[src/rtl/mdu_ctrl_pkg.sv]
// Shared definitions for the MDU issue/stall controller: operation encodings,
// FSM state type, default latencies and latency legalisation helpers.
package mdu_defs;

    typedef enum logic [3:0] {
        E_NONE  = 4'd0,
        E_MULT  = 4'd1,
        E_MULTU = 4'd2,
        E_DIV   = 4'd3,
        E_DIVU  = 4'd4,
        E_MTLO  = 4'd5,
        E_MTHI  = 4'd6,
        E_MFLO  = 4'd7,
        E_MFHI  = 4'd8
    } e_md_op_e;

    typedef enum logic [2:0] {
        MDU_NOP   = 3'd0,
        MDU_MULT  = 3'd1,
        MDU_MULTU = 3'd2,
        MDU_DIV   = 3'd3,
        MDU_DIVU  = 3'd4,
        MDU_MTLO  = 3'd5,
        MDU_MTHI  = 3'd6
    } mdu_op_e;

    typedef enum logic [1:0] {
        ST_IDLE = 2'd0,
        ST_MULT = 2'd1,
        ST_DIV  = 2'd2
    } mdu_state_e;

    localparam int unsigned DEF_MULT_LAT = 32'd5;
    localparam int unsigned DEF_DIV_LAT  = 32'd10;

    // A latency of zero cannot be represented by the busy window; it behaves as one.
    function automatic int unsigned legal_lat(input int unsigned lat);
        return (lat < 32'd1) ? 32'd1 : lat;
    endfunction

    function automatic int unsigned cnt_width(input int unsigned a, input int unsigned b);
        int unsigned mx;
        mx = (a > b) ? a : b;
        return $clog2(mx + 32'd1);
    endfunction

endpackage

[src/rtl/mdu_ctrl_if.sv]
// Pipeline-to-controller bundle: E/D stage requests in, MDU control and
// hazard status out.
interface mdu_ctrl_if;

    logic       e_valid;
    logic [3:0] e_md_op;
    logic       d_is_md;
    logic       mdu_start;
    logic [2:0] mdu_op;
    logic       mdu_rdsel;
    logic       busy;
    logic       stall_md;
    logic       conflict;

    modport master (
        output e_valid, e_md_op, d_is_md,
        input  mdu_start, mdu_op, mdu_rdsel, busy, stall_md, conflict
    );

    modport slave (
        input  e_valid, e_md_op, d_is_md,
        output mdu_start, mdu_op, mdu_rdsel, busy, stall_md, conflict
    );

endinterface

[src/rtl/mdu_lat_cnt.sv]
// Loadable down-counter that flags the final busy cycle of an MDU operation.
module mdu_lat_cnt #(
    parameter int unsigned WIDTH = 32'd4
) (
    input  logic             clk,
    input  logic             reset,
    input  logic             load_i,
    input  logic [WIDTH-1:0] load_val_i,
    input  logic             dec_i,
    output logic             last_o
);

    logic [WIDTH-1:0] cnt_q;
    logic [WIDTH-1:0] cnt_d;

    // Next count: load wins over decrement; saturate at zero.
    always_comb begin
        cnt_d = cnt_q;
        if (load_i) begin
            cnt_d = load_val_i;
        end else if (dec_i && (cnt_q != {WIDTH{1'b0}})) begin
            cnt_d = cnt_q - WIDTH'(1);
        end else begin
            cnt_d = cnt_q;
        end
    end

    // Count register with synchronous reset.
    always_ff @(posedge clk) begin
        if (reset) begin
            cnt_q <= {WIDTH{1'b0}};
        end else begin
            cnt_q <= cnt_d;
        end
    end

    assign last_o = (cnt_q == WIDTH'(1));

endmodule

[src/rtl/mdu_ctrl.sv]
// MDU issue controller: starts multiply/divide operations from E, tracks the
// busy window, stalls MDU instructions in D and records illegal overlaps.
module mdu_ctrl
    import mdu_defs::*;
#(
    parameter int unsigned MULT_LAT = DEF_MULT_LAT,
    parameter int unsigned DIV_LAT  = DEF_DIV_LAT
) (
    input  logic      clk,
    input  logic      reset,
    mdu_ctrl_if.slave bus
);

    localparam int unsigned M_LAT = legal_lat(MULT_LAT);
    localparam int unsigned D_LAT = legal_lat(DIV_LAT);
    localparam int unsigned CNT_W = cnt_width(M_LAT, D_LAT);
    localparam logic [CNT_W-1:0] M_LOAD = CNT_W'(M_LAT);
    localparam logic [CNT_W-1:0] D_LOAD = CNT_W'(D_LAT);

    mdu_state_e state_q;
    mdu_state_e state_d;
    logic       busy_q;
    logic       busy_d;
    logic       conflict_q;
    logic       conflict_d;

    logic             issuable_s;
    logic             md_class_s;
    logic             long_op_s;
    logic             move_op_s;
    logic             is_mult_s;
    logic             start_s;
    logic [2:0]       op_s;
    logic             rdsel_s;
    logic             last_s;
    logic [CNT_W-1:0] load_val_s;

    // Decode the E-stage request against the current FSM state.
    always_comb begin
        issuable_s = bus.e_valid && (state_q == ST_IDLE);
        md_class_s = (bus.e_md_op >= E_MULT) && (bus.e_md_op <= E_MFHI);
        long_op_s  = (bus.e_md_op >= E_MULT) && (bus.e_md_op <= E_DIVU);
        move_op_s  = (bus.e_md_op == E_MTLO) || (bus.e_md_op == E_MTHI);
        is_mult_s  = (bus.e_md_op == E_MULT) || (bus.e_md_op == E_MULTU);
        start_s    = issuable_s && long_op_s;
        if (issuable_s && (long_op_s || move_op_s)) begin
            op_s = bus.e_md_op[2:0];
        end else begin
            op_s = MDU_NOP;
        end
        rdsel_s    = bus.e_valid && (bus.e_md_op == E_MFHI);
        load_val_s = is_mult_s ? M_LOAD : D_LOAD;
    end

    // FSM next state and sticky overlap detection.
    always_comb begin
        state_d = state_q;
        case (state_q)
            ST_IDLE: begin
                if (start_s) begin
                    state_d = is_mult_s ? ST_MULT : ST_DIV;
                end else begin
                    state_d = ST_IDLE;
                end
            end
            ST_MULT, ST_DIV: begin
                if (last_s) begin
                    state_d = ST_IDLE;
                end else begin
                    state_d = state_q;
                end
            end
            default: state_d = ST_IDLE;
        endcase
        busy_d = (state_d != ST_IDLE);
        if (bus.e_valid && md_class_s && (state_q != ST_IDLE)) begin
            conflict_d = 1'b1;
        end else begin
            conflict_d = conflict_q;
        end
    end

    // State, busy and conflict registers; reset overrides any same-cycle start.
    always_ff @(posedge clk) begin
        if (reset) begin
            state_q    <= ST_IDLE;
            busy_q     <= 1'b0;
            conflict_q <= 1'b0;
        end else begin
            state_q    <= state_d;
            busy_q     <= busy_d;
            conflict_q <= conflict_d;
        end
    end

    mdu_lat_cnt #(
        .WIDTH (CNT_W)
    ) u_lat_cnt (
        .clk        (clk),
        .reset      (reset),
        .load_i     (start_s),
        .load_val_i (load_val_s),
        .dec_i      (state_q != ST_IDLE),
        .last_o     (last_s)
    );

    assign bus.mdu_start = start_s;
    assign bus.mdu_op    = op_s;
    assign bus.mdu_rdsel = rdsel_s;
    assign bus.busy      = busy_q;
    assign bus.stall_md  = bus.d_is_md && (start_s || busy_q);
    assign bus.conflict  = conflict_q;

endmodule

[src/flat_wrapper.sv]
// flat-port wrapper written by rule: the top's interface ports become plain ports
module mdu_ctrl_flat import mdu_defs::*;
#(
    parameter int unsigned MULT_LAT = DEF_MULT_LAT,
    parameter int unsigned DIV_LAT  = DEF_DIV_LAT
)
  (clk, reset, bus_e_valid, bus_e_md_op, bus_d_is_md, bus_mdu_start, bus_mdu_op, bus_mdu_rdsel, bus_busy, bus_stall_md, bus_conflict);
  mdu_ctrl_if bus_i ();
  input  logic clk;
  input  logic reset;
  input wire logic [$bits(bus_i.e_valid)-1:0] bus_e_valid;
  input wire logic [$bits(bus_i.e_md_op)-1:0] bus_e_md_op;
  input wire logic [$bits(bus_i.d_is_md)-1:0] bus_d_is_md;
  output wire logic [$bits(bus_i.mdu_start)-1:0] bus_mdu_start;
  output wire logic [$bits(bus_i.mdu_op)-1:0] bus_mdu_op;
  output wire logic [$bits(bus_i.mdu_rdsel)-1:0] bus_mdu_rdsel;
  output wire logic [$bits(bus_i.busy)-1:0] bus_busy;
  output wire logic [$bits(bus_i.stall_md)-1:0] bus_stall_md;
  output wire logic [$bits(bus_i.conflict)-1:0] bus_conflict;
  assign bus_i.e_valid = bus_e_valid;
  assign bus_i.e_md_op = bus_e_md_op;
  assign bus_i.d_is_md = bus_d_is_md;
  assign bus_mdu_start = bus_i.mdu_start;
  assign bus_mdu_op = bus_i.mdu_op;
  assign bus_mdu_rdsel = bus_i.mdu_rdsel;
  assign bus_busy = bus_i.busy;
  assign bus_stall_md = bus_i.stall_md;
  assign bus_conflict = bus_i.conflict;
  mdu_ctrl #(.MULT_LAT(MULT_LAT), .DIV_LAT(DIV_LAT)) u_core (.clk(clk), .reset(reset), .bus(bus_i));
endmodule
[config.mk]
export PLATFORM = sky130hd
export DESIGN_NAME = mdu_ctrl_flat
export DESIGN_NICKNAME = d
export VERILOG_FILES = /design/src/rtl/mdu_ctrl_pkg.sv /design/src/rtl/mdu_ctrl_if.sv /design/src/rtl/mdu_lat_cnt.sv /design/src/rtl/mdu_ctrl.sv /design/src/flat_wrapper.sv
export SDC_FILE = /design/constraint.sdc
export NUM_CORES = 1
export LEC_CHECK = 0
export BUFFER_PORTS_ARGS = -buffer_cell sky130_fd_sc_hd__buf_2
export CORE_AREA = 2 2 39 41
export DETAILED_ROUTE_END_ITERATION = 6
export DIE_AREA = 0 0 41 43
export PLACE_DENSITY_LB_ADDON = 0.12
export SKIP_CTS_REPAIR_TIMING = 1
export SLEW_MARGIN = 20
export SYNTH_ARGS = -nofsm -noshare
export SYNTH_HDL_FRONTEND = slang
export SYNTH_SLANG_ARGS = --single-unit
[constraint.sdc]
create_clock -name clk -period 3.2 [get_ports clk]
set_input_delay 0.32 -clock clk [delete_from_list [all_inputs] [get_ports clk]]
set_output_delay 0.32 -clock clk [all_outputs]
set_load 0.02 [all_outputs]
==> summary.md, run 1 <==
| Metric | Value |
|---|---|
| Outcome | `finished, final reports clean` |
| Initial core utilization | `40.4%` |
| Slew HR | `83.2%` |
| DR vias | `520` |
| CTS Sinks | `8` |
| Slew Viols, Final | `0` |
| Max incr delay on CP | `0.33 ns` |
| First drt pass iteration count | `4` |
| Vias/cell | `5.20` |
| # setup viols final | `0` |
| FF+latch count, synth | `8` |
| Hpwl dp | `862 um` |
| Setup Total Neg Slack | `0 ns` |
| Routability Congestion | `0.649` |
| Clock power share | `33.2%` |
| Fraction of synthesis flops using an asynchronous set or reset pin | `0%` |
| GRT Resource Usage Total | `16.0%` |
| P_sw | `68.7 uW` |
| Initial antenna violation count | `0` |
| Cell Rows | `14` |
| CTS tree | `built` |
| MaxCap Viol Count | `0` |
| CP max stage cell | `dfxtp_1` |
| Period minus WS final | `2.04 ns` |
| Critical path class | `reg -> out` |
| Worst path required time | `2.88 ns` |
| Hold Vio Cnt, Final | `0` |
| Synthesized area | `559 sq um` |
| Synth Flop Type | `dfxtp_1` |
| Syn Nets | `80` |
| CTS root buffer | `clkbuf_4` |
| Critical R2R Capture | `u_core.u_lat_cnt.cnt_q[3]` |
| Synthesis-to-finish area growth | `18.1%` |
| DR iter-0 viols | `12` |
| Worst hold path depth | `2` |
| Part of the power in registers | `45.7%` |
| Count leader, synth | `dfxtp_1` |
| Die H | `43 um` |
| TritonCTS Buffers | `3` |
| Flop2flop setup slack | `1.71 ns` |
| Port bufs | `15` |
| Worst vdd ir | `125 uV` |
| # diodes | `0` |
| PwrDens | `359 mW/mm^2` |
| RSZ-0062 raised after global routing | `no` |
| EDFF count, synth | `0` |
| Worst Skew | `0.00140 ns` |
| WP data arrival | `1.72 ns` |
| Max Clock Freq | `0.491 GHz` |
| RR Startpoint | `u_core.state_q[0]` |
| Logic pwr share | `21.1%` |
| Largest net degree at the start of global routing | `9` |
| Sequential share of the synthesized area | `28.6%` |
| First-pass GRT wire length | `1900 um` |
| Vias in the first global route | `463` |
| HP Start | `reset` |
| Cell Int Power | `168 uW` |
| Final design area excluding fillers | `661 sq um` |
| Switching share of power | `29.0%` |
| Fillers | `137` |
| Commonest cells in the netlist | `dfxtp_1 (8), nand2_1 (6), a21oi_1 (5), inv_1 (5)` |
| H-Tree Depth | `1` |
| Ports | `16` |
| Share of cells above drive strength 1 | `28.6%` |
| Nature of the critical path endpoint | `output port` |
| Antenna viol nets, final | `0` |
| Placed inst area | `638 sq um` |
| Final WL | `1090 um` |
| DIE AREA | `0.00176 sq mm` |
| Synth warnings | `0` |
| Mean Syn Cell Area | `8.22 sq um` |
| Clk_lat worst skew | `0.25 ns` |
| Area share of the largest cell type after synthesis | `28.6%` |
| Hold WC Path Type | `in -> reg` |
| WHS Endpoint | `u_core.bus.conflict` |
| Fin crit share | `63.6%` |
| GR Overflow Total | `0` |
| Layout Nets | `98` |
| Leak pwr | `0.000294 uW` |
| CTS clock-pin slew for the worst setup and hold paths | `0.06 ns` |
| Core Footprint | `0.00138 sq mm` |
| CP Cell Sequence | `inv_1 > ha_1 > and3b_1 > nand2_1 > a31oi_1 > and2_1 > buf_2` |
| Cell taking the most area after synthesis | `dfxtp_1` |
| CP Launch Type | `register` |
| Synth top area cells | `dfxtp_1 (29%), ha_1 (8.9%), a21oi_1 (4.5%), nand2_1 (4.0%), o21ai_1 (3.6%)` |
| DR DRC count | `0` |
| Clk buf depth | `2` |
| Power Total | `237 uW` |
| Crit path max fanout | `6` |
| Slew @ Worst Pin | `0.251 ns` |
| Cells after Synth | `68` |
| DR WL/cell | `10.9 um` |
| Synth cell types | `31` |
| Worst r2r path cells | `6` |
| Die Wd | `41 um` |
[cells in the final DEF, fill, tap and decap left out]
| cell | count |
|---|---|
| a21oi_1 | 5 |
| a21boi_0 | 1 |
| a21o_1 | 1 |
| nor2b_1 | 1 |
| dfxtp_1 | 8 |
| o21ai_1 | 4 |
| nor3b_1 | 1 |
| nor2_1 | 3 |
| a21boi_1 | 1 |
| nor3_2 | 1 |
| o22ai_1 | 1 |
| o21ai_0 | 1 |
| or2_2 | 1 |
| inv_1 | 5 |
| xor2_1 | 2 |
| and2_1 | 3 |
| or4_4 | 1 |
| o21a_1 | 2 |
| or3_4 | 1 |
| and3b_1 | 1 |
| nor3_1 | 2 |
| xnor2_1 | 1 |
| ha_1 | 4 |
| clkbuf_4 | 3 |
| buf_2 | 15 |
| nand3_4 | 1 |
| nand4b_1 | 2 |
| nand2b_1 | 2 |
| inv_2 | 1 |
| nand2_1 | 6 |
| a31oi_1 | 3 |
[power groups by stage]
stage / Clock, uW / Combinational [uW] / Sequential [uW]
after floorplan: 0 / 36.3 / 110
after global placement: 0 / 50.0 / 110
after detailed placement: 0 / 50.2 / 110
after CTS: 81.6 / 50.5 / 108
after global routing: 86.0 / 56.1 / 109
final: 78.8 / 49.9 / 108
[flip-flops by register name, indices dropped and copies added (netlist names)]
signal	flops
u_core.bus.conflict	1
u_core.u_lat_cnt.cnt_q	4
u_core.state_q	2
u_core.bus.busy	1
[worst max-delay path by stage]
stage | start | end | slack (ns) | cells after the start
6_report | u_core.state_q[0] | bus_mdu_op[1] | 1.16 | 7
5_1_grt | u_core.state_q[1] | bus_mdu_op[1] | 0.99 | 7
4_1_cts | u_core.state_q[0] | bus_mdu_op[1] | 1.15 | 7
3_5_place_dp | u_core.state_q[0] | bus_mdu_op[1] | 1.43 | 7
3_3_place_gp | u_core.state_q[0] | bus_mdu_op[0] | 1.47 | 7
2_1_floorplan | u_core.state_q[0] | bus_mdu_op[0] | 1.58 | 6
[layout make-up]
cell class / instances / area (sq um) / share of cell area [%]
Sequential cell: 8 / 160 / 24.2
Inverter: 6 / 22.5 / 3.41
Timing Repair Buffer: 15 / 75.1 / 11.4
Clock buffer: 3 / 22.5 / 3.41
Multi-Input combinational cell: 52 / 360 / 54.5
Tap cell: 16 / 20.0 / 3.03
[per-stage QoR]
| stage | setup slack, ns | hold WS, ns | std cells | utilization (%) |
|---|---|---|---|---|
| final | 1.16 | 0.305 | 100 | 47.7 |
| after global routing | 0.987 | 0.323 | 100 | 47.7 |
| after CTS | 1.15 | 0.301 | 100 | 47.7 |
| after detailed placement | 1.43 | 0.465 | 97 | 46.1 |
| after global placement | 1.47 | 0.450 | 97 | 46.1 |
| after floorplan | 1.58 | 0.389 | 68 | - |
[logic make-up after synthesis]
family,synth area share (%)
and+or+nand+nor,30.7
AOI/OAI and AO/OA,20.1
buffers and inverters,6.93
DFF,28.6
adders and majority gates,8.95
xor gates and xnor gates,4.70
[worst max-delay path, delay by kind of cell (launching register included)]
family                   cells  cell delay (ns)
AO/OA/AOI/OAI                1             0.18
buffers and inverters        2             0.22
flip-flops                   1             0.33
AND/OR/NAND/NOR              3             0.50
adder cells (fa/ha/maj)      1             0.24
[metal layers]
| layer | vias up | track usage, % | part of all wire, % | wire length (um) |
|---|---|---|---|---|
| li1 | 267 | - | - | - |
| met1 | 232 | 20.0 | 46 | 501 |
| met2 | 17 | 22.8 | 47 | 506 |
| met3 | 4 | 4.71 | 4.5 | 49 |
| met4 | 0 | 10.0 | 2.5 | 27 |
| met5 | - | 0 | 0 | 0 |
(Power assumes the default switching activity.)
==> inputs of run 2 (changes only) <==
--- a/config.mk
+++ b/config.mk
@@ -6,9 +6,8 @@
 export NUM_CORES = 1
 export LEC_CHECK = 0
 export BUFFER_PORTS_ARGS = -buffer_cell sky130_fd_sc_hd__buf_2
-export CORE_AREA = 2 2 39 41
+export CORE_UTILIZATION = 43
 export DETAILED_ROUTE_END_ITERATION = 6
-export DIE_AREA = 0 0 41 43
 export PLACE_DENSITY_LB_ADDON = 0.12
 export SKIP_CTS_REPAIR_TIMING = 1
 export SLEW_MARGIN = 20
==> constraint.sdc (replaced) <==
create_clock -name clk -period 1.85 [get_ports clk]
set_input_delay 0.185 -clock clk [delete_from_list [all_inputs] [get_ports clk]]
set_output_delay 0.185 -clock clk [all_outputs]
set_load 0.02 [all_outputs]
==> run 2 against run 1 <==
Effect of this change:
- total power is 73% higher
- critical path depth stayed put
- clock power is 65% higher
- die area is 18% lower
- largest cell class unchanged
- worst setup slack worse by 1.1 ns
- routed wire length hardly changed
- flip-flop and latch count stayed put
- clock skew is 0.0011 ns higher
- register-to-register slack worse by 1.3 ns
- final area is 3.8% higher
- largest power group unchanged
==> summary.md, run 2 (synthesized netlist as in run 1, its figures left out) <==
| Metric | Value |
|---|---|
| # setup viols final | `0` |
| Largest regs | `u_core.u_lat_cnt.cnt_q (4), u_core.state_q (2)` |
| Outcome | `finished, final reports clean` |
| CTS clock-pin slew for the worst setup and hold paths | `0.05 ns` |
| Crit path max fanout | `6` |
| Worst Skew | `0.00255 ns` |
| Cell Rows | `12` |
| Initial core utilization | `48.4%` |
| CP max stage cell | `dfxtp_1` |
| First-pass GRT wire length | `1960 um` |
| WP data arrival | `1.59 ns` |
| Core Footprint | `0.00116 sq mm` |
| CTS root buffer | `clkbuf_4` |
| H-Tree Depth | `1` |
| Nature of the critical path endpoint | `output port` |
| Slew HR | `82.3%` |
| Flop2flop setup slack | `0.46 ns` |
| DIE AREA | `0.00145 sq mm` |
| Final WS setup | `0.0765 ns` |
| First drt pass iteration count | `4` |
| Antenna viol nets, final | `0` |
| Die H | `38.1 um` |
| Die Wd | `38.1 um` |
| Final WL | `1090 um` |
| Layout Nets | `98` |
| Worst path required time | `1.66 ns` |
| RR Startpoint | `u_core.state_q[0]` |
| PwrDens | `596 mW/mm^2` |
| Period minus WS final | `1.77 ns` |
| Vias in the first global route | `449` |
| Hold WS | `0.184 ns` |
| Critical path class | `reg -> out` |
| Port bufs | `15` |
| DP Cell Count | `95` |
| MaxCap Viol Count | `0` |
| Clk_lat worst skew | `0.25 ns` |
| TritonCTS Buffers | `3` |
| Share of cells above drive strength 1 | `35.7%` |
| Slew @ Worst Pin | `0.265 ns` |
| Initial antenna violation count | `0` |
| Finished Layout Cells | `98` |
| Worst vdd ir | `304 uV` |
| CTS tree | `built` |
| Hpwl dp | `791 um` |
| Routability Congestion | `0.761` |
| Max Clock Freq | `0.564 GHz` |
| DR WL/cell | `11.1 um` |
| DR iter-0 viols | `12` |
| GRT Resource Usage Total | `19.6%` |
| Setup Total Neg Slack | `0 ns` |
| Synthesis-to-finish area growth | `22.6%` |
| Register area | `160 sq um` |
| CP Launch Type | `register` |
| WHS Endpoint | `u_core.u_lat_cnt.cnt_q[2]` |
| Max reg flops | `4` |
| Max incr delay on CP | `0.33 ns` |
| CTS Sinks | `8` |
| Hold Vio Cnt, Final | `0` |
| Commonest non-fill, non-tap cell in the layout | `buf_2` |
| Commonest cells after routing, fill and taps aside | `buf_2 (13), dfxtp_1 (8), nand2_1 (6), a21oi_1 (5), o21ai_1 (4)` |
| Critical R2R Capture | `u_core.u_lat_cnt.cnt_q[3]` |
| Slew Viols, Final | `0` |
| GR Overflow Total | `0` |
| RSZ-0062 raised after global routing | `no` |
| HP Start | `reset` |
| Worst hold path depth | `2` |
| Multi-input logic area | `383 sq um` |
| Fin crit share | `95.9%` |
| # diodes | `0` |
| Largest net degree at the start of global routing | `9` |
| DR DRC count | `0` |
| Top reg by flops | `u_core.u_lat_cnt.cnt_q` |
| Hold WC Path Type | `in -> reg` |
| Post-Place Worst Slack | `0.214 ns` |
| CP Cell Sequence | `inv_2 > ha_4 > and3b_2 > nand2_1 > a31oi_2 > and2_1 > buf_2` |
| Fillers | `107` |
| Vias/cell | `5.17` |
| Clk buf depth | `2` |
| Leak pwr | `0.000297 uW` |
| DR vias | `507` |
| Ports | `16` |
| Worst r2r path cells | `6` |
-- run 2: per-layer routing --
metal | global-route usage (%) | vias to the layer above | wire, um
met4 | 8.04 | 0 | 11
met5 | 0 | - | 0
met1 | 26.4 | 224 | 535
met3 | 6.98 | 2 | 45
li1 | - | 270 | -
met2 | 28.0 | 11 | 494
-- run 2: worst max path at each step --
stage,start,end,slack [ns]
floorplan,u_core.state_q[0],bus_mdu_op[0],0.37
global placement,u_core.state_q[0],bus_mdu_op[1],0.26
detailed placement,u_core.state_q[0],bus_mdu_op[1],0.21
CTS,u_core.state_q[1],bus_mdu_op[1],-0.05
global route,u_core.state_q[0],bus_mdu_op[1],0.002
finish,u_core.state_q[0],bus_mdu_op[2],0.08
-- run 2: stage by stage --
| stage | power, uW | instance area [sq um] | utilization (%) |
|---|---|---|---|
| 6_report | 409 | 686 | 59.3 |
| 5_1_grt | 436 | 686 | 59.3 |
| 4_1_cts | 408 | 658 | 56.9 |
| 3_5_place_dp | 277 | 636 | 55.0 |
| 3_3_place_gp | 277 | 636 | 55.0 |
| 2_1_floorplan | 253 | 559 | - |
-- run 2: cell type report --
class | count | area share (%)
Timing Repair Buffer | 15 | 11.7
Multi-Input combinational cell | 52 | 55.8
Tap cell | 14 | 2.55
Sequential cell | 8 | 23.4
Inverter | 6 | 3.28
Clock buffer | 3 | 3.28
-- run 2: power breakdown --
group          total [uW]  leakage (uW)  internal, uW  switching, uW
clock network         130     0.0000138          74.0           55.8
registers             187     0.0000650           180           6.82
logic                91.8      0.000218          39.8           52.0
total                 409      0.000297           294            115
-- run 2: worst max-delay path: cells and delay by family, from the launching register on --
family                     cells  cell delay, ns
adders and majority gates      1            0.15
and+or+nand+nor                3            0.45
buffers and inverters          2            0.23
AOI/OAI and AO/OA              1            0.18
DFF                            1            0.33
